--- src/rtl/piso_ctrl_pkg.sv ---
`default_nettype none
// ============================================================================
//  Module   : piso_ctrl_pkg
//  Brief    : Shared state encoding and sizing helpers for the PISO sequencer.
//  Revision : 1.0  initial release
// ============================================================================
package piso_ctrl_pkg;

    typedef enum logic [1:0] {
        ST_IDLE  = 2'd0,
        ST_SHIFT = 2'd1,
        ST_GAP   = 2'd2
    } piso_state_e;

    localparam int c_GAP_W = 4;

    function automatic int cnt_width(input int width);
        return (width < 2) ? 1 : $clog2(width);
    endfunction

endpackage
`default_nettype wire

--- src/rtl/piso_ctrl_if.sv ---
`default_nettype none
// ============================================================================
//  Module   : piso_ctrl_if
//  Brief    : Word-in / bit-out handshake bundle of the PISO sequencer.
//  Revision : 1.0  initial release
// ============================================================================
interface piso_ctrl_if #(
    parameter int WIDTH = 4
);
    logic [WIDTH-1:0] in_data;
    logic             in_valid;
    logic             in_ready;
    logic             ser_out;
    logic             ser_valid;
    logic             ser_ready;
    logic             ser_last;
    logic             load_sel;
    logic             word_done;

    modport master (
        output in_data, in_valid, ser_ready,
        input  in_ready, ser_out, ser_valid, ser_last, load_sel, word_done
    );

    modport slave (
        input  in_data, in_valid, ser_ready,
        output in_ready, ser_out, ser_valid, ser_last, load_sel, word_done
    );
endinterface
`default_nettype wire

--- src/rtl/piso_ctrl_datapath.sv ---
`default_nettype none
// ============================================================================
//  Module   : piso_ctrl_datapath
//  Brief    : WIDTH-flop shift register with AND-OR load/shift select per bit.
//  Revision : 1.0  initial release
// ============================================================================
module piso_ctrl_datapath #(
    parameter int WIDTH     = 4,
    parameter int MSB_FIRST = 1
) (
    input  wire logic             clk,
    input  wire logic             rst,
    input  wire logic             i_load_sel,
    input  wire logic             i_enable,
    input  wire logic [WIDTH-1:0] i_in_data,
    output logic      [WIDTH-1:0] o_reg
);

    logic [WIDTH-1:0] w_reg;
    logic [WIDTH-1:0] w_shift_src;

    // Shift moves toward whichever end is presented on ser_out, zero filling.
    if (MSB_FIRST != 0) begin : g_msb_first
        assign w_shift_src = {w_reg[WIDTH-2:0], 1'b0};
    end else begin : g_lsb_first
        assign w_shift_src = {1'b0, w_reg[WIDTH-1:1]};
    end

    for (genvar i = 0; i < WIDTH; i++) begin : g_bit
        logic w_d;
        logic r_bit;

        assign w_d = (i_load_sel & i_in_data[i]) | (~i_load_sel & w_shift_src[i]);

        always_ff @(posedge clk or posedge rst) begin
            if (rst) begin
                r_bit <= 1'b0;
            end else if (i_enable) begin
                r_bit <= w_d;
            end
        end

        assign w_reg[i] = r_bit;
    end

    assign o_reg = w_reg;

endmodule
`default_nettype wire

--- src/rtl/piso_ctrl.sv ---
`default_nettype none
// ============================================================================
//  Module   : piso_ctrl
//  Brief    : Load/shift sequencer for a parallel-in serial-out register.
//  Revision : 1.0  initial release
// ============================================================================
module piso_ctrl
    import piso_ctrl_pkg::*;
#(
    parameter int WIDTH      = 4,
    parameter int MSB_FIRST  = 1,
    parameter int GAP_CYCLES = 0
) (
    input  wire logic  clk,
    input  wire logic  rst,
    piso_ctrl_if.slave bus
);

    localparam int                   c_CNT_W    = cnt_width(WIDTH);
    localparam logic [c_CNT_W-1:0]   c_CNT_LAST = c_CNT_W'(WIDTH - 1);
    localparam logic [c_GAP_W-1:0]   c_GAP_LAST = (GAP_CYCLES > 0) ? c_GAP_W'(GAP_CYCLES - 1) : '0;
    localparam piso_state_e          c_AFTER_WORD = (GAP_CYCLES > 0) ? ST_GAP : ST_IDLE;

    piso_state_e          r_state,     w_state_nxt;
    logic [c_CNT_W-1:0]   r_cnt,       w_cnt_nxt;
    logic [c_GAP_W-1:0]   r_gap_cnt,   w_gap_nxt;
    logic                 r_ser_valid, w_ser_valid_nxt;
    logic                 r_ser_last,  w_ser_last_nxt;
    logic                 r_word_done, w_word_done_nxt;
    logic                 w_in_ready;
    logic                 w_load_sel;
    logic                 w_dp_en;
    logic [WIDTH-1:0]     w_reg;

    always_ff @(posedge clk or posedge rst) begin
        if (rst) begin
            r_state     <= ST_IDLE;
            r_cnt       <= '0;
            r_gap_cnt   <= '0;
            r_ser_valid <= 1'b0;
            r_ser_last  <= 1'b0;
            r_word_done <= 1'b0;
        end else begin
            r_state     <= w_state_nxt;
            r_cnt       <= w_cnt_nxt;
            r_gap_cnt   <= w_gap_nxt;
            r_ser_valid <= w_ser_valid_nxt;
            r_ser_last  <= w_ser_last_nxt;
            r_word_done <= w_word_done_nxt;
        end
    end

    always_comb begin
        w_state_nxt     = r_state;
        w_cnt_nxt       = r_cnt;
        w_gap_nxt       = r_gap_cnt;
        w_ser_valid_nxt = r_ser_valid;
        w_ser_last_nxt  = r_ser_last;
        w_word_done_nxt = 1'b0;
        w_in_ready      = 1'b0;
        w_load_sel      = 1'b0;
        w_dp_en         = 1'b0;

        case (r_state)
            ST_IDLE: begin
                w_in_ready = 1'b1;
                w_load_sel = bus.in_valid;
                if (bus.in_valid) begin
                    w_dp_en         = 1'b1;
                    w_state_nxt     = ST_SHIFT;
                    w_cnt_nxt       = '0;
                    w_ser_valid_nxt = 1'b1;
                    w_ser_last_nxt  = 1'b0;
                end
            end
            ST_SHIFT: begin
                if (bus.ser_ready) begin
                    w_dp_en = 1'b1;
                    if (r_cnt == c_CNT_LAST) begin
                        w_cnt_nxt       = '0;
                        w_gap_nxt       = '0;
                        w_ser_valid_nxt = 1'b0;
                        w_ser_last_nxt  = 1'b0;
                        w_word_done_nxt = 1'b1;
                        w_state_nxt     = c_AFTER_WORD;
                    end else begin
                        w_cnt_nxt      = r_cnt + 1'b1;
                        w_ser_last_nxt = ((r_cnt + 1'b1) == c_CNT_LAST);
                    end
                end
            end
            ST_GAP: begin
                if (r_gap_cnt == c_GAP_LAST) begin
                    w_gap_nxt   = '0;
                    w_state_nxt = ST_IDLE;
                end else begin
                    w_gap_nxt = r_gap_cnt + 1'b1;
                end
            end
            default: begin
                w_state_nxt = ST_IDLE;
            end
        endcase
    end

    piso_ctrl_datapath #(
        .WIDTH     (WIDTH),
        .MSB_FIRST (MSB_FIRST)
    ) u_datapath (
        .clk        (clk),
        .rst        (rst),
        .i_load_sel (w_load_sel),
        .i_enable   (w_dp_en),
        .i_in_data  (bus.in_data),
        .o_reg      (w_reg)
    );

    // The state register reads IDLE during reset, so the decoded outputs are masked by rst.
    assign bus.in_ready  = w_in_ready & ~rst;
    assign bus.load_sel  = w_load_sel & ~rst;
    assign bus.ser_valid = r_ser_valid;
    assign bus.ser_last  = r_ser_last;
    assign bus.word_done = r_word_done;
    assign bus.ser_out   = (MSB_FIRST != 0) ? w_reg[WIDTH-1] : w_reg[0];

endmodule
`default_nettype wire

--- src/flat_wrapper.sv ---
// flat-port wrapper written by rule: the top's interface ports become plain ports
module piso_ctrl_flat import piso_ctrl_pkg::*;
#(
    parameter int WIDTH      = 4,
    parameter int MSB_FIRST  = 1,
    parameter int GAP_CYCLES = 0
)
  (clk, rst, bus_in_data, bus_in_valid, bus_ser_ready, bus_in_ready, bus_ser_out, bus_ser_valid, bus_ser_last, bus_load_sel, bus_word_done);
  piso_ctrl_if #(.WIDTH(WIDTH)) bus_i ();
  input  wire logic clk;
  input  wire logic rst;
  input wire logic [$bits(bus_i.in_data)-1:0] bus_in_data;
  input wire logic [$bits(bus_i.in_valid)-1:0] bus_in_valid;
  input wire logic [$bits(bus_i.ser_ready)-1:0] bus_ser_ready;
  output wire logic [$bits(bus_i.in_ready)-1:0] bus_in_ready;
  output wire logic [$bits(bus_i.ser_out)-1:0] bus_ser_out;
  output wire logic [$bits(bus_i.ser_valid)-1:0] bus_ser_valid;
  output wire logic [$bits(bus_i.ser_last)-1:0] bus_ser_last;
  output wire logic [$bits(bus_i.load_sel)-1:0] bus_load_sel;
  output wire logic [$bits(bus_i.word_done)-1:0] bus_word_done;
  assign bus_i.in_data = bus_in_data;
  assign bus_i.in_valid = bus_in_valid;
  assign bus_i.ser_ready = bus_ser_ready;
  assign bus_in_ready = bus_i.in_ready;
  assign bus_ser_out = bus_i.ser_out;
  assign bus_ser_valid = bus_i.ser_valid;
  assign bus_ser_last = bus_i.ser_last;
  assign bus_load_sel = bus_i.load_sel;
  assign bus_word_done = bus_i.word_done;
  piso_ctrl #(.WIDTH(WIDTH), .MSB_FIRST(MSB_FIRST), .GAP_CYCLES(GAP_CYCLES)) u_core (.clk(clk), .rst(rst), .bus(bus_i));
endmodule
--- config.mk ---
export PLATFORM = sky130hd
export DESIGN_NAME = piso_ctrl_flat
export DESIGN_NICKNAME = d
export VERILOG_FILES = /design/src/rtl/piso_ctrl_pkg.sv /design/src/rtl/piso_ctrl_if.sv /design/src/rtl/piso_ctrl_datapath.sv /design/src/rtl/piso_ctrl.sv /design/src/flat_wrapper.sv
export SDC_FILE = /design/constraint.sdc
export NUM_CORES = 1
export LEC_CHECK = 0
export BUFFER_PORTS_ARGS = -buffer_cell sky130_fd_sc_hd__buf_2
export CAP_MARGIN = 20
export CORE_AREA = 8 8 45 47
export DETAILED_ROUTE_END_ITERATION = 6
export DIE_AREA = 0 0 53 55
export PLACE_DENSITY_LB_ADDON = 0.2
export SYNTH_ARGS = -nofsm -noshare
export SYNTH_HDL_FRONTEND = slang
export SYNTH_SLANG_ARGS = --single-unit
export TNS_END_PERCENT = 10
--- constraint.sdc ---
create_clock -name clk -period 2.6 [get_ports clk]
set_input_delay 0.52 -clock clk [delete_from_list [all_inputs] [get_ports clk]]
set_output_delay 0.52 -clock clk [all_outputs]
set_load 0.02 [all_outputs]
=== Word level (Yosys, flattened, before mapping) ===
Cells that the tools add are included.

* Add/subtract/negate cells: 2
* Equal/unequal tests: 8
* Muxes and demuxes: 29
* Bitwise logic cells: 14
* Reductions and logical operators: 8

{| class="wikitable"
|+ Operator list
! operator !! count
|-
| $mux W2 || 7
|-
| $mux W1 || 13
|-
| $mux W4 || 3
|-
| $and A1 B1 Y1 || 9
|-
| $pmux W4 S2 || 1
|-
| $reduce_and A4 Y1 || 2
|-
| $eq A2 B2 Y1 const B || 3
|-
| $pmux W1 S2 || 3
|-
| $pmux W2 S3 || 1
|-
| $reduce_and A3 Y1 || 2
|-
| $add A4 B1 Y4 const B || 1
|-
| $logic_not A4 Y1 || 1
|-
| $ne A2 B1 Y1 const B || 2
|-
| $ne A2 B2 Y1 const B || 2
|-
| $pmux W2 S2 || 1
|-
| $reduce_bool A2 Y1 || 2
|-
| $or A1 B1 Y1 || 3
|-
| $add A2 B1 Y2 const B || 1
|-
| $eq A2 B1 Y1 const B || 1
|-
| $logic_not A2 Y1 || 1
|-
| $not A1 Y1 || 2
|}

* Bits in registers: 15
* Bits of input ports: 8
* Output and inout port bits: 6
* Logic and storage cells: 71

=== Depth between registers and ports, before layout ===
Gate-level depths: netlist (run 1).

* Word-level depth: 5
* Depth in mapped cells: 4
* Mapped depth without buffers: 4

=== Hierarchy ===
A second synthesis (run 1) with hierarchy kept.

* Cell total of the unflattened synthesis: 48
* Area, all modules: 473.0 um2

{| class="wikitable"
|+ By module, submodules not included
! module !! instances !! cells an instance !! area an instance (um2) !! sequential area each (um2)
|-
| piso_ctrl || 1 || 26 || 264.0 || 125.1
|-
| piso_ctrl_datapath || 1 || 22 || 209.0 || 100.1
|}

=== Worst setup path after synthesis (run 1) ===
Ideal clock, no wire load.

* Path type: flip-flop to output port
* Start point: register, netlist name u_core.bus.ser_valid
* End point: output port bus_load_sel
* Arrival: 1.137 ns
* Data required time: 2.080 ns
* Slack: 0.943 ns
* Stages on the path, launching flop included: 3
* Buffers on the path: 0
* Cell sequence: dfrtp_1 -> nor2_1 -> and2_1

{| class="wikitable"
|+ RTL lines
! what !! RTL line !! RTL
|-
| end, declared || flat_wrapper.sv:19 || <nowiki>output wire logic [$bits(bus_i.load_sel)-1:0] bus_load_sel;</nowiki>
|}

==> results of run 1 <==
==> power by group through the flow <==
| stage | registers, mW | clock network [mW] | logic [mW] |
|---|---|---|---|
| after floorplan | 0.257 | 0 | 0.131 |
| after global placement | 0.246 | 0 | 0.197 |
| after detailed placement | 0.248 | 0 | 0.200 |
| after CTS | 0.246 | 0.114 | 0.201 |
| after global routing | 0.254 | 0.125 | 0.219 |
| final | 0.245 | 0.112 | 0.195 |
==> layout by cell type (no fill, tap or decap) <==
| cell | count |
|---|---|
| a32oi_1 | 2 |
| a22o_2 | 1 |
| buf_2 | 13 |
| ha_1 | 2 |
| clkbuf_1 | 1 |
| clkbuf_4 | 3 |
| o21ai_0 | 1 |
| and2_1 | 1 |
| nor2b_1 | 2 |
| a22o_1 | 1 |
| or3b_1 | 1 |
| nand3b_1 | 1 |
| and3_2 | 1 |
| a21oi_1 | 1 |
| o21ai_1 | 1 |
| a32o_1 | 1 |
| mux2i_1 | 4 |
| dfrtp_1 | 9 |
| nand2_1 | 4 |
| a211oi_1 | 1 |
| inv_1 | 3 |
| nor2_1 | 3 |
==> stage by stage <==
step / hold slack [ns] / instances
after floorplan: 0.3479 / 42
after global placement: 0.4561 / 69
after detailed placement: 0.4734 / 69
after CTS: 0.2280 / 73
after global routing: 0.2436 / 73
final: 0.2178 / 73
==> cell type report <==
class                   instances  area [sq um]  area share [%]
inverters                       3         11.26           2.045
flip-flops and latches          9         225.2           40.91
multi-input cells              28         202.7           36.82
repair buffers                 13         65.06           11.82
clock buffers                   4         26.28           4.773
well taps                      16         20.02           3.636
==> registers in the layout, summed over array words and instances, names as in the netlist <==
signal,flops
u_core.bus.ser_valid,1
u_core.bus.ser_last,1
u_core.u_datapath.g_bit.r_bit,4
u_core.r_cnt,2
u_core.bus.word_done,1
==> path summary, 6_finish.rpt <==
| kind | startpoint | end | slack, ns |
|---|---|---|---|
| worst max-delay path | u_core.bus.ser_valid | bus_load_sel | 0.77 |
| min in group clk | bus_in_data[2] | u_core.u_datapath.g_bit[2].r_bit | 0.46 |
| max in group asynchronous | rst | u_core.u_datapath.g_bit[3].r_bit | 2.13 |
| worst min register to register | u_core.u_datapath.g_bit[3].r_bit | u_core.u_datapath.g_bit[3].r_bit | 0.48 |
| worst min-delay path | rst | u_core.u_datapath.g_bit[1].r_bit | 0.22 |
| worst max register to register | u_core.r_cnt[0] | u_core.r_cnt[0] | 1.37 |
==> logic make-up after synthesis <==
group | synth area share, %
compound gates | 15.11
simple gates | 15.11
buf+inv | 6.043
fa+ha+maj | 5.494
flops | 49.45
mux | 8.792
==> metal layers <==
| metal | global-route usage [%] | wire length, um | vias up |
|---|---|---|---|
| met1 | 7.895 | 435 | 162 |
| met4 | 7.759 | 25 | 0 |
| met2 | 11.72 | 416 | 8 |
| li1 | - | - | 183 |
| met5 | 0 | 0 | - |
| met3 | 2.406 | 68 | 4 |
==> critical path, delay by kind of cell, from the launching register on <==
family,cells,cell delay [ns]
AND/OR/NAND/NOR,2,0.28
flip-flops,1,0.63
buffers and inverters,1,0.15
==> impl_metrics.yaml, run 1 <==
power_and_ir_drop:
  power_frac_clock_pct: 20.2
  p_sw_mw: 0.2082
  switching_share_pct: 37.71
  power.density_nw_per_um2: 1003
  p_comb_share_pct: 35.3
  p_int_mw: 0.3439
  p_leak_nw: 0.2973
  finalPower_mw: 0.5520
  power_frac_seq_pct: 44.5
  irDropWorstVdd_mv: 0.3729
clock_network:
  hold_buffers: 0
  cts_buffer_depth: 2
  clock_latency_ns: 0.26
  htree_num_levels: 1
  cts.clk_slew.worst_paths_ns: 0.07
  cts.sinks: 9
  post-cts-setup-buffer-count: 0
  post_cts_resized: 0
  cts-root-buf: "clkbuf_4"
  cts_made_buffers: 3
  cts_tree: "built"
timing:
  worst_slack_ns: 0.7677
  relSlewSlack_pct: 69.31
  hold_viol_final: 0
  fin_crit_sh_pct: 70.47
  setup_violations: 0
  tightestPinTransition_ns: 0.4603
  tns_ns: 0
  finClkSkew_ns: 0.002866
  fmax_mhz: 545.8
  rsz0062_at_grt: "no"
  maxSlewViolCount: 0
  fin_crit_ns: 1.832
cells_and_area:
  fillers: 150
  postLayoutCoreUtil_pct: 39.78
  diodes: 0
  fin_area_sq_um: 550.5
  drive_above_1_share_pct: 31.58
  nets: 68
  syn_to_final_growth_pct: 20.88
floorplan:
  fp-row-count: 14
  ioPinCount: 14
  die_w_um: 53
  die_y_um: 55
  die_area_sq_um: 2915
  core_area_sq_um: 1384
  initial_core_util_pct: 32.91
setup_path:
  end_kind: "output port"
  rr_worst_depth: 4
  arrival_ns: 1.31
  path_class: "reg -> out"
  crit_path_start_kind: "register"
  slowest_delay_ns: 0.63
  crit_chain: "nor2_1 -> and2_1 -> buf_2"
  crit_fanout: 15
  cp_slowest_cell: "dfrtp_1"
  worstPathRequired_ns: 2.08
place:
  placed_cell_area_sq_um: 524.3
  preCtsSetupSlack_ns: 1.054
  dpl.hpwl_um: 704.4
  io_buffers: 13
  gp_congestion: 0.6203
drt:
  final_antenna_net_count: 0
  vias: 357
  drtPass1Iterations: 2
  routed_wl_um: 945
  viasPerCell: 4.890
  drt_iter0_markers: 1
  wl_per_cell_um: 12.95
  drc: 0
synth:
  synth_cell_type_count: 21
  synth_area_leaders: "dfrtp_1 (49%), mux2i_1 (8.8%), ha_1 (5.5%)"
  yosysMostFrequentCell: "dfrtp_1"
  yosysTopAreaCellShare_pct: 49.45
  syn_area_per_cell_sq_um: 10.84
  ys_seq_elements: 9
  synth_edf_count: 0
  synthTopCellsByCount: "dfrtp_1 (9), mux2i_1 (4), nand2_1 (4)"
  ys_seq_area_share_pct: 49.45
  synth_warnings: 0
  dominantRegCellSynth: "dfrtp_1"
  synth_nets: 52
  netlist_area_sq_um: 455.4
  syn_inst: 42
  async_reset_ff_share_pct: 100.0
  yosys.area.top_type: "dfrtp_1"
global_route:
  grt_pass1_wl_um: 1573
  grt_max_degree: 16
  antenna_found_initial: 0
  grt_pass1_vias: 360
  overflow: 0
  grt_util_all_layers_pct: 7.591
worst_hold_path:
  hold_path_class: "in -> async"
run:
  cap_violations: 0
status:
  outcome: "finished, final reports clean"
No activity file was read; power rests on OpenSTA's default activity.
==> run 2: changes to the inputs <==
Clock period 2.6 ns to 1.5 ns, I/O delays scaled along.
==> run 2 against run 1 <==
Effect of this change:
- the run now ends with hold timing left
- clock power grew 67%
- sequential share of layout area down 0.55 points
- via count shrank 2.2%
- clock skew increased by 0.0038 ns
- worst hold slack got worse by 0.22 ns
- core utilization is 0.54 points higher
- worst setup slack got worse by 0.59 ns
- wire length grew 2.4%
- critical path depth unchanged
- global-route usage grew 0.12 points
- critical path type unchanged
- largest power group unchanged
==> impl_metrics.yaml, run 2 (same netlist as run 1, synthesis figures left out) <==
cells_and_area:
  fin_cells: 74
  mostFrequentLayoutCells: "buf_2 (13), dfrtp_1 (9), mux2i_1 (4), nand2_1 (4)"
  drive_above_1_share_pct: 32.76
  largest_register_ff_count: 4
  nets: 69
  top_register: "u_core.u_datapath.g_bit.r_bit"
  postLayoutCoreUtil_pct: 40.33
  layout_top_registers: "u_core.u_datapath.g_bit.r_bit: 4 flops, u_core.r_cnt: 2 flops"
  fin_area_sq_um: 558.0
  diodes: 0
  final_common_cell: "buf_2"
  syn_to_final_growth_pct: 22.53
floorplan:
  die_y_um: 55
  die_area_sq_um: 2915
  core_area_sq_um: 1384
  fp-row-count: 14
  die_w_um: 53
  initial_core_util_pct: 32.91
  ioPinCount: 14
place:
  preCtsSetupSlack_ns: 0.2835
  dpl.hpwl_um: 710.9
  io_buffers: 13
  place_inst: 70
  placed_cell_area_sq_um: 531.8
  gp_congestion: 0.6484
run:
  cap_violations: 0
setup_path:
  worstPathRequired_ns: 1.20
  rr_worst_depth: 4
  end_kind: "output port"
  crit_fanout: 2
  arrival_ns: 1.02
  cp_top_family: "flip-flops"
  cp_slowest_cell: "dfrtp_1"
  crit_path_start_kind: "register"
  crit_chain: "nor2_1 -> and2_1 -> buf_2"
  cp_num_buf_inv: 1
  slowest_delay_ns: 0.38
  worst-path-stages: 3
  path_class: "reg -> out"
power_and_ir_drop:
  p_leak_nw: 0.3016
  irDropWorstVdd_mv: 0.6160
  p_sw_mw: 0.3594
  p_comb_share_pct: 40.0
  power.density_nw_per_um2: 1734
  switching_share_pct: 37.15
  p_int_mw: 0.6080
  finalPower_mw: 0.9675
  power_frac_seq_pct: 40.7
  power_frac_clock_pct: 19.3
drt:
  final_antenna_net_count: 0
  drt_iter0_markers: 10
  viasPerCell: 4.716
  vias: 349
  drtPass1Iterations: 2
  drc: 0
  routed_wl_um: 968
  wl_per_cell_um: 13.08
clock_network:
  htree_num_levels: 1
  hold_buffers: 0
  post-cts-setup-buffer-count: 0
  cts.clk_slew.worst_paths_ns: 0.06
  post_cts_resized: 0
  clock_latency_ns: 0.26
  cts.sinks: 9
  cts_made_buffers: 3
  cts_tree: "built"
  cts-root-buf: "clkbuf_4"
  cts_buffer_depth: 2
timing:
  finClkSkew_ns: 0.006654
  fmax_mhz: 754.8
  maxSlewViolCount: 0
  setup_violations: 0
  tns_ns: 0
  relSlewSlack_pct: 76.75
  hold_viol_final: 1
  fin_crit_sh_pct: 88.33
  rsz0062_at_grt: "no"
  worst_slack_ns: 0.1751
  fin_crit_ns: 1.325
  hold_ws_ns: -0.00008998
  tightestPinTransition_ns: 0.3484
status:
  outcome: "complete, but fails checks"
  failed_checks: "hold timing"
global_route:
  antenna_found_initial: 0
  grt_pass1_wl_um: 1566
  grt_pass1_vias: 347
  grt_util_all_layers_pct: 7.709
  overflow: 0
  grt_max_degree: 15
worst_hold_path:
  hold_path_class: "in -> async"
## run 2: power by group through the flow
stage | registers (mW) | clock network [mW] | logic (mW)
floorplan | 0.445 | 0 | 0.227
global placement | 0.393 | 0 | 0.388
detailed placement | 0.398 | 0 | 0.391
CTS | 0.394 | 0.197 | 0.395
global route | 0.405 | 0.207 | 0.428
finish | 0.393 | 0.187 | 0.387
## run 2: final cells by class
type | instances | area [sq um]
Inverter | 3 | 11.26
Fill cell | 143 | 825.8
Clock buffer | 4 | 26.28
Sequential cell | 9 | 225.2
Multi-Input combinational cell | 28 | 202.7
Tap cell | 16 | 20.02
Timing Repair Buffer | 14 | 72.57
## run 2: path summary, 6_finish.rpt
path | to | slack (ns) | start
max | bus_load_sel | 0.18 | u_core.bus.ser_valid
min reg2reg | u_core.u_datapath.g_bit[3].r_bit | 0.47 | u_core.u_datapath.g_bit[3].r_bit
min | u_core.u_datapath.g_bit[0].r_bit | -0.00009 | rst
max in group asynchronous | u_core.r_cnt[1] | 1.24 | rst
max reg2reg | u_core.r_cnt[0] | 0.25 | u_core.r_cnt[0]
min in group clk | u_core.u_datapath.g_bit[3].r_bit | 0.24 | bus_in_data[3]
## run 2: per-layer routing
layer | vias to the layer above | part of all wire, % | track usage, %
met5 | - | 0 | 0
met4 | 0 | 0 | 6.466
met3 | 0 | 5.1 | 2.941
met2 | 6 | 49 | 12.30
met1 | 161 | 46 | 7.919
li1 | 182 | - | -
